==> src/rtl/kbd_tone_pkg.sv <==
// Shared definitions for the keyboard tone synth: envelope states, limits and
// the note-to-phase-increment table builder.
package kbd_tone_pkg;

    typedef enum logic [1:0] {
        ST_IDLE    = 2'd0,
        ST_ATTACK  = 2'd1,
        ST_SUSTAIN = 2'd2,
        ST_RELEASE = 2'd3
    } env_state_e;

    localparam int          NOTE_MAX = 36;
    localparam logic [15:0] ENV_MAX  = 16'hFFFF;

    localparam real C4_HZ    = 261.6255653005986;
    localparam real SEMITONE = 1.0594630943592953;

    typedef logic [NOTE_MAX-1:0][31:0] inc_tab_t;

    // Elaboration-time only: entry i is round(f(C4 + i semitones) * 2^phase_w / sample_hz).
    function automatic inc_tab_t inc_table(input int sample_hz, input int phase_w);
        inc_tab_t t;
        real      f;
        real      scale;
        t     = '0;
        scale = 1.0;
        for (int i = 0; i < phase_w; i++) scale = scale * 2.0;
        f = C4_HZ;
        for (int i = 0; i < NOTE_MAX; i++) begin
            t[i] = 32'($rtoi(f * scale / $itor(sample_hz) + 0.5));
            f    = f * SEMITONE;
        end
        return t;
    endfunction

endpackage

==> src/rtl/kbd_tone_synth_envelope.sv <==
// Attack/sustain/release envelope FSM, advanced once per sample tick.
module tone_envelope
    import kbd_tone_pkg::*;
#(
    parameter logic [15:0] ATTACK_STEP  = 16'h0100,
    parameter logic [15:0] RELEASE_STEP = 16'h0040
) (
    input  logic        clk,
    input  logic        clrn,
    input  logic        i_tick,
    input  logic        i_note_valid,
    output logic [15:0] o_env,
    output logic [1:0]  o_state
);

    env_state_e  r_state;
    logic [15:0] r_env;

    logic [16:0] w_up_sum;
    logic        w_up_sat;
    logic [15:0] w_up_env;
    logic        w_dn_zero;
    logic [15:0] w_dn_env;

    assign w_up_sum  = {1'b0, r_env} + {1'b0, ATTACK_STEP};
    assign w_up_sat  = w_up_sum >= {1'b0, ENV_MAX};
    assign w_up_env  = w_up_sat ? ENV_MAX : w_up_sum[15:0];
    assign w_dn_zero = r_env <= RELEASE_STEP;
    assign w_dn_env  = w_dn_zero ? 16'd0 : r_env - RELEASE_STEP;

    // A held note always ramps up; a saturated ramp is exactly sustain, so
    // re-keying in SUSTAIN stays there and re-keying in RELEASE resumes attack.
    always_ff @(posedge clk) begin
        if (clrn) begin
            r_state <= ST_IDLE;
            r_env   <= 16'd0;
        end else if (i_tick) begin
            if (i_note_valid) begin
                r_env   <= w_up_env;
                r_state <= w_up_sat ? ST_SUSTAIN : ST_ATTACK;
            end else if (r_state != ST_IDLE) begin
                r_env   <= w_dn_env;
                r_state <= w_dn_zero ? ST_IDLE : ST_RELEASE;
            end else begin
                r_env   <= 16'd0;
            end
        end
    end

    assign o_env   = r_env;
    assign o_state = r_state;

endmodule

==> src/rtl/kbd_tone_synth.sv <==
// Note code -> DDS tone with ASR envelope, one signed PCM sample per tick.
// Define KBD_TONE_TRIANGLE_EN for a triangle wave instead of a square.
module kbd_tone_synth
    import kbd_tone_pkg::*;
#(
    parameter int          CLK_HZ       = 50_000_000,
    parameter int          SAMPLE_HZ    = 48_000,
    parameter int          PHASE_W      = 24,
    parameter logic [15:0] ATTACK_STEP  = 16'h0100,
    parameter logic [15:0] RELEASE_STEP = 16'h0040
) (
    input  logic        clk,
    input  logic        clrn,
    input  logic [7:0]  key_8,
    output logic [15:0] sample,
    output logic        sample_valid,
    output logic        active,
    output logic [15:0] env_level
);

    localparam int       DIV     = CLK_HZ / SAMPLE_HZ;
    localparam int       CNT_W   = $clog2(DIV);
    localparam inc_tab_t INC_TAB = inc_table(SAMPLE_HZ, PHASE_W);

    logic [CNT_W-1:0]   r_cnt;
    logic               w_tick;
    logic               w_note_valid;
    logic [5:0]         w_idx;
    logic [PHASE_W-1:0] w_tab_inc;
    logic [PHASE_W-1:0] w_inc_now;
    logic [PHASE_W-1:0] r_inc;
    logic [PHASE_W-1:0] r_phase;
    logic [15:0]        w_env;
    logic [1:0]         w_state_raw;
    env_state_e         w_state;
    logic signed [15:0] w_wave;
    logic signed [31:0] w_prod;
    logic [1:0]         r_vld_pipe;
    logic [15:0]        r_sample;
    logic               r_active;

    assign w_tick = r_cnt == CNT_W'(DIV - 1);

    always_ff @(posedge clk) begin
        if (clrn || w_tick) r_cnt <= '0;
        else                r_cnt <= r_cnt + CNT_W'(1);
    end

    assign w_note_valid = (key_8 != 8'd0) && (key_8 <= 8'(NOTE_MAX));
    assign w_idx        = key_8[5:0] - 6'd1;
    assign w_tab_inc    = INC_TAB[w_idx][PHASE_W-1:0];
    // A new valid code takes effect on the very tick it is sampled.
    assign w_inc_now    = w_note_valid ? w_tab_inc : r_inc;

    tone_envelope #(
        .ATTACK_STEP  (ATTACK_STEP),
        .RELEASE_STEP (RELEASE_STEP)
    ) u_env (
        .clk          (clk),
        .clrn         (clrn),
        .i_tick       (w_tick),
        .i_note_valid (w_note_valid),
        .o_env        (w_env),
        .o_state      (w_state_raw)
    );

    assign w_state = env_state_e'(w_state_raw);

    always_ff @(posedge clk) begin
        if (clrn) begin
            r_inc   <= '0;
            r_phase <= '0;
        end else begin
            if (w_tick && w_note_valid) r_inc <= w_tab_inc;
            // Held at zero while idle, so every note starts from phase 0.
            if (w_state == ST_IDLE) r_phase <= '0;
            else if (w_tick)        r_phase <= r_phase + w_inc_now;
        end
    end

`ifdef KBD_TONE_TRIANGLE_EN
    logic [16:0] w_top;
    logic [15:0] w_ramp;
    assign w_top  = r_phase[PHASE_W-1 -: 17];
    assign w_ramp = {1'b0, w_top[14:0]};
    always_comb begin
        w_wave = 16'sd0;
        case (w_top[16:15])
            2'd0: w_wave = $signed(w_ramp);
            2'd1: w_wave = 16'sd32767 - $signed(w_ramp);
            2'd2: w_wave = -$signed(w_ramp);
            2'd3: w_wave = $signed(w_ramp) - 16'sd32767;
            default: w_wave = 16'sd0;
        endcase
    end
`else
    assign w_wave = r_phase[PHASE_W-1] ? -16'sd32767 : 16'sd32767;
`endif

    assign w_prod = 32'(w_wave) * 32'($signed({1'b0, w_env}));

    // Stage 0 marks the tick, stage 1 is the output strobe one cycle later.
    always_ff @(posedge clk) begin
        if (clrn) begin
            r_vld_pipe <= 2'b00;
            r_sample   <= 16'd0;
            r_active   <= 1'b0;
        end else begin
            r_vld_pipe <= {r_vld_pipe[0], w_tick};
            if (r_vld_pipe[0]) begin
                r_active <= w_state != ST_IDLE;
                r_sample <= (w_state == ST_IDLE) ? 16'd0 : 16'(w_prod >>> 16);
            end
        end
    end

    assign sample       = r_sample;
    assign sample_valid = r_vld_pipe[1];
    assign active       = r_active;
    assign env_level    = w_env;

endmodule

==> config.mk <==
export PLATFORM = sky130hd
export DESIGN_NAME = kbd_tone_synth
export DESIGN_NICKNAME = d
export VERILOG_FILES = /design/src/rtl/kbd_tone_pkg.sv /design/src/rtl/kbd_tone_synth_envelope.sv /design/src/rtl/kbd_tone_synth.sv
export SDC_FILE = /design/constraint.sdc
export NUM_CORES = 1
export LEC_CHECK = 0
export BUFFER_PORTS_ARGS = -buffer_cell sky130_fd_sc_hd__buf_4
export CORE_MARGIN = 3
export CORE_UTILIZATION = 25
export DETAILED_ROUTE_END_ITERATION = 10
export GPL_ROUTABILITY_DRIVEN = 0
export GPL_TIMING_DRIVEN = 0
export PLACE_DENSITY = 0.51
export SLEW_MARGIN = 20
export SYNTH_ARGS = -nofsm -noshare
export SYNTH_HDL_FRONTEND = slang
export SYNTH_SLANG_ARGS = --single-unit
==> constraint.sdc <==
create_clock -name clk -period 6.3 [get_ports clk]
set_input_delay 0.945 -clock clk [delete_from_list [all_inputs] [get_ports clk]]
set_output_delay 0.945 -clock clk [all_outputs]
set_load 0.01 [all_outputs]
**After elaboration in Yosys (flattened, before gate mapping)**

Memory sizes are Yosys's and may differ from the RTL's.
Cells that the tools add are included.

- Register bits after elaboration: 96
- Bits in latches: 0
- RAM bits: 0
- ROM bits: 2048
- Input bits: 10
- Output and inout bits: 34
- Word-level logic and storage cells: 41
- Memories: 1

- $add $sub $neg: 5
- Multiply operators: 1
- Divide/modulo/power cells: 0
- Order comparisons: 4
- Eq/ne operators: 1
- Shift-type cells: 0
- Multiplexer cells: 12
- Bitwise logic cells: 0
- Reductions and logical operators: 9

Memory list:

| name | depth | bits a word | rd ports | clocked after Yosys merged registers in | wr ports | RTL line | text |
|---|---|---|---|---|---|---|---|
| (name not given) | 64 | 32 | 1 | 0 | 0 | kbd_tone_synth.sv:51 | `assign w_tab_inc = INC_TAB[w_idx][PHASE_W-1:0];` |

Operators by type and width:

| cell | number |
|---|---|
| two-way mux 16 bit | 6 |
| two-way mux 24 bit | 2 |
| multiplier 16 x 17 -> 32 bit | 1 |
| adder 24 bit | 1 |
| adder 16 x 9 -> 17 bit, second input constant | 1 |
| >= comparator 17 x 16 -> 1 bit, second input constant | 1 |
| <= comparator 16 x 7 -> 1 bit, second input constant | 1 |
| subtractor 16 x 7 -> 16 bit, second input constant | 1 |
| adder 11 x 1 -> 11 bit, second input constant | 1 |
| equality test 11 bit, second input constant | 1 |
| <= comparator 8 x 6 -> 1 bit, second input constant | 1 |
| two-way mux 2 bit | 4 |
| nonzero test 8 bit | 1 |
| < comparator 6 x 7 -> 1 bit, second input constant | 1 |
| subtractor 6 x 1 -> 6 bit, second input constant | 1 |
| nonzero test 2 bit | 2 |
| logical AND 1 bit | 2 |
| logical NOT 2 bit | 1 |
| AND reduction 2 bit | 1 |
| OR reduction 2 bit | 1 |
| logical OR 1 bit | 1 |

**Logic depth before layout (Yosys ltp)**

- Word-level depth: 5
- Mapped depth: 28
- Depth with buffers taken out: 24

**Modules after synthesis**

A second synthesis with hierarchy kept.

- Cell total of the unflattened synthesis: 1584
- Area, all modules: 12972.4 sq um

Modules (own cells, without submodules):

| module | instances | cells an instance | area each (sq um) | sequential area each (sq um) |
|---|---|---|---|---|
| kbd_tone_synth | 1 | 1430 | 11791.3 | 1481.4 |
| tone_envelope | 1 | 154 | 1181.1 | 260.2 |

**Least setup slack after synthesis**

Ideal clock, no wire load.

- Kind: register to register
- Start: register r_phase[23]
- End: register r_sample[14], in the netlist sample[14]
- Setup time: 0.074 ns
- Arrival: 6.639 ns
- Required time: 6.226 ns
- Slack: -0.414 ns
- Cell stages (with the launch flop): 29
- Buffers on the path: 5
- Period minus slack after synthesis: 6.714 ns
- Path through: dfxtp_1 clkbuf_1 inv_1 clkbuf_1 ha_1 buf_2 inv_1 xnor2_1 ha_1 or2_2 clkbuf_1 inv_1 fa_1 inv_1 fa_1 fa_1 fa_1 inv_1 fa_1 inv_1 ha_1 clkbuf_1 o21ai_0 o21bai_1 a21oi_1 o221ai_1 a41oi_1 xor2_1 o21ai_0

- Longest elaborated chain between the ends: 3

RTL lines:

| item | RTL line | text |
|---|---|---|
| from (decl) | kbd_tone_synth.sv:32 | `logic [PHASE_W-1:0] r_phase;` |
| from (signal assigned) | kbd_tone_synth.sv:77 | `else if (w_tick) r_phase <= r_phase + w_inc_now;` |
| two-way mux 16 bit | kbd_tone_synth.sv:97 | `assign w_wave = r_phase[PHASE_W-1] ? -16'sd32767 : 16'sd32767;` |
| multiplier 16 x 17 -> 32 bit | kbd_tone_synth.sv:100 | `assign w_prod = 32'(w_wave) * 32'($signed({1'b0, w_env}));` |
| two-way mux 16 bit | kbd_tone_synth.sv:112 | `r_sample <= (w_state == ST_IDLE) ? 16'd0 : 16'(w_prod >>> 16);` |
| to (signal assigned) | kbd_tone_synth.sv:112 |  |
| to (decl) | kbd_tone_synth.sv:39 | `logic [15:0] r_sample;` |

No other way between the ends.
A chain may end at the register's enable or synchronous reset.

**Worst setup path in the final report**

- Start: register r_phase[23]
- End: register r_sample[9], in the netlist sample[9]

The elaborated chain is that of the path after synthesis.

==> summary.md <==
| Metric | Value |
|---|---|
| GRT Residual Overflow | `0` |
| Drt pass-1 iters | `5` |
| Pwr/cell area | `101 nW/um^2` |
| Worst setup SP type | `flip-flop` |
| Period Utilization, post-route | `0.964` |
| Num Clock Sinks | `87` |
| Die area | `49700 um^2` |
| Mean area per synthesized cell | `7.81 um^2` |
| Multi-input gate area | `9280 um^2` |
| Endpoints failing setup | `0` |
| Clock slew at reported path FFs | `70 ps` |
| H-tree depth | `3` |
| Clk Latency, worst-skew pair | `370 ps` |
| Die Width | `223 um` |
| Max Cap Viol | `0` |
| Vias in the first global route | `10.6k` |
| Setup Crit Path Kind | `flip-flop to flip-flop` |
| Initial DRC count | `781` |
| Core box area | `46000 um^2` |
| Synth-to-Final Area Change | `15.6%` |
| # port buffers | `41` |
| Slew headroom | `0.319` |
| Maximum VDD drop | `89.8 uV` |
| Initial antenna violation count | `0` |
| Leakage | `6.31 nW` |
| Post-route insts no fill | `2169` |
| Outcome | `completed` |
| Syn_nets | `1749` |
| Crit path capture type | `flip-flop` |
| Post-synth EDFFs | `0` |
| Cell count after placement | `2148` |
| Post-CTS Hold Buffers | `0` |
| CTS tree | `yes` |
| Max FO, Critical Path | `12` |
| CTS Buffer Depth | `2` |
| Global-route wire length before repair | `57700 um` |
| ANT nets after route | `0` |
| CTS root buf | `clkbuf_16` |
| Final Net Count | `1806` |
| Final instance area | `13600 um^2` |
| YS warnings | `0` |
| WP data required | `6610 ps` |
| Worst-margin pin slew | `1010 ps` |
| Largest net degree at the start of global routing | `20` |
| DP HPWL | `28900 um` |
| CTS Buf Count | `9` |
| Asr flop ratio synth | `0` |
| GRT Overall Usage | `0.142` |
| Total power | `1.38 mW` |
| Layout cells sized above 1 | `0.120` |
| Avg WL per Cell | `16.7 um` |
| DRC viols | `0` |
| Worst hold path type | `flip-flop to flip-flop` |
| Detailed Route WL | `36200 um` |
| FILL cells | `4930` |
| Final Hold Vio Count | `0` |
| Crit path launch | `r_phase[23]` |
| Via density | `5.05` |
| #FFs+latches synth | `87` |
| Synth unique cells | `78` |
| Antenna cells | `0` |
| Die H | `223 um` |
| Skew final | `7.46 ps` |
| Starting Density | `0.256` |
| IO Count | `44` |
| Reg2reg start | `r_phase[23]` |
| Post-DP Area | `12900 um^2` |
| Max-slew violation count | `0` |
| FMAX | `0.165 GHz` |
| Hold_sp | `sample[3]` |
| Synth Instances | `1507` |
| Sequential element share of the synthesized area | `0.148` |
| Final min period | `6070 ps` |
| FP Rows | `78` |
| Critical Path AT | `6380 ps` |
| Ys flop type | `dfxtp_1` |
| Mapped Area | `11800 um^2` |
| FF/Latch Area | `1750 um^2` |
| Vias post-DR | `11.0k` |
[state kept, by name (all words and copies together) (netlist names)]
signal         flops
sample            16
u_env.o_env       11
r_inc             20
r_cnt             11
u_env.o_state      2
active             1
r_vld_pipe         2
r_phase           24
[cell type report]
cell class / count / area share
Clock inverter: 6 / 0.00552
Sequential cell: 87 / 0.129
Multi-Input combinational cell: 1158 / 0.682
Timing Repair Buffer: 52 / 0.0287
Inverter: 167 / 0.0465
Buffer: 89 / 0.0361
Tap cell: 600 / 0.0552
Clock buffer: 10 / 0.0168
[critical path: stages, from the launching register on]
cell and delay [ps]:
dfxtp_4 360, buf_8 150, inv_4 100, clkbuf_16 170, ha_4 170, buf_12 150
inv_4 70, xnor2_4 150, ha_1 190, or2_4 290, inv_1 70, fa_1 400
inv_1 90, fa_2 470, fa_1 480, fa_1 550, inv_1 50, fa_1 520
inv_1 60, ha_4 300, nand2_4 80, nor2_2 110, o21ai_0 150, a31oi_4 240
o21bai_2 130, or4_1 410, nand3_1 90
[cell usage after synthesis, drive strengths merged (20+ instances only)]
library cell | number | area [um^2]
o21ai | 107 | 536
clkbuf | 58 | 219
nand2 | 162 | 611
inv | 167 | 627
fa | 91 | 1820
nor3 | 30 | 160
a21oi | 109 | 546
xnor2 | 38 | 333
dfxtp | 87 | 1740
ha | 141 | 1760
a21o | 24 | 180
nand3 | 42 | 210
nand4 | 20 | 125
xor2 | 30 | 263
nor2 | 110 | 429
buf | 37 | 219
a211oi | 30 | 235
[where the power goes]
part           internal [mW]  switching, mW
Clock                  0.315          0.275
Sequential             0.550        0.00189
Combinational         0.0747          0.158
[cells by family after synthesis]
logic type	count (synthesis)	share of synthesized area
flops	87	0.148
compound gates	404	0.221
xor+xnor	69	0.0525
simple gates	447	0.179
other cells	1	0.000319
buf+inv	262	0.0905
fa+ha+maj	232	0.305
mux	5	0.00436
[what timing repair did]
item                       in CTS  in global routing
pin swaps                      10                  3
cloned                          0                  0
setup buffers                   6                  5
setup endpoints to repair      30                 23
gates resized for setup        61                 38
[routing by layer]
metal  wire, um  track usage  share of wire  up-vias
li1           -            -              -     5333
met1      16500        0.189           0.45     5275
met3       1510       0.0182          0.042       49
met2      17500        0.239           0.48      295
met5          0            0              0        -
met4        785       0.0439          0.022        0
[per-stage QoR]
| stage | TNS [ps] | worst slack (ps) | hold slack (ps) | utilization |
|---|---|---|---|---|
| 2_1_floorplan | 0 | 30.2 | 432 | - |
| 3_3_place_gp | -28230 | -1220 | 438 | 0.280 |
| 3_5_place_dp | -29380 | -1280 | 445 | 0.280 |
| 4_1_cts | -20.4 | -20.4 | 456 | 0.292 |
| 5_1_grt | -51.5 | -40.9 | 475 | 0.296 |
| 6_report | 0 | 229 | 452 | 0.296 |
[layout by cell type (no fill, tap or decap), drive strengths merged, types with 6 or more instances in the layout]
cell      n
a21oi   109
o21bai    7
nor2    110
buf      88
xnor2    38
and3     11
o21ai   107
o221ai    7
nand2   162
or4       7
ha      141
nor3     30
dfxtp    87
a31oi    19
nand3    42
a221oi    9
nand4    20
o211ai   15
a311oi    6
fa       91
o22ai     6
a21o     24
nand2b   18
inv     171
and2      9
nor2b    10
nor4      7
o31ai    14
or2       6
xor2     30
a211oi   30
or3       9
clkbuf   63
[worst paths after layout]
check              endpoint  slack [ps]  cells past startpoint
setup / recovery  sample[9]         230                     26
hold / removal    sample[3]         450                      2
setup reg to reg  sample[9]         230                     26
hold reg to reg   sample[3]         450                      2
Power figures use the tool's default switching activity.
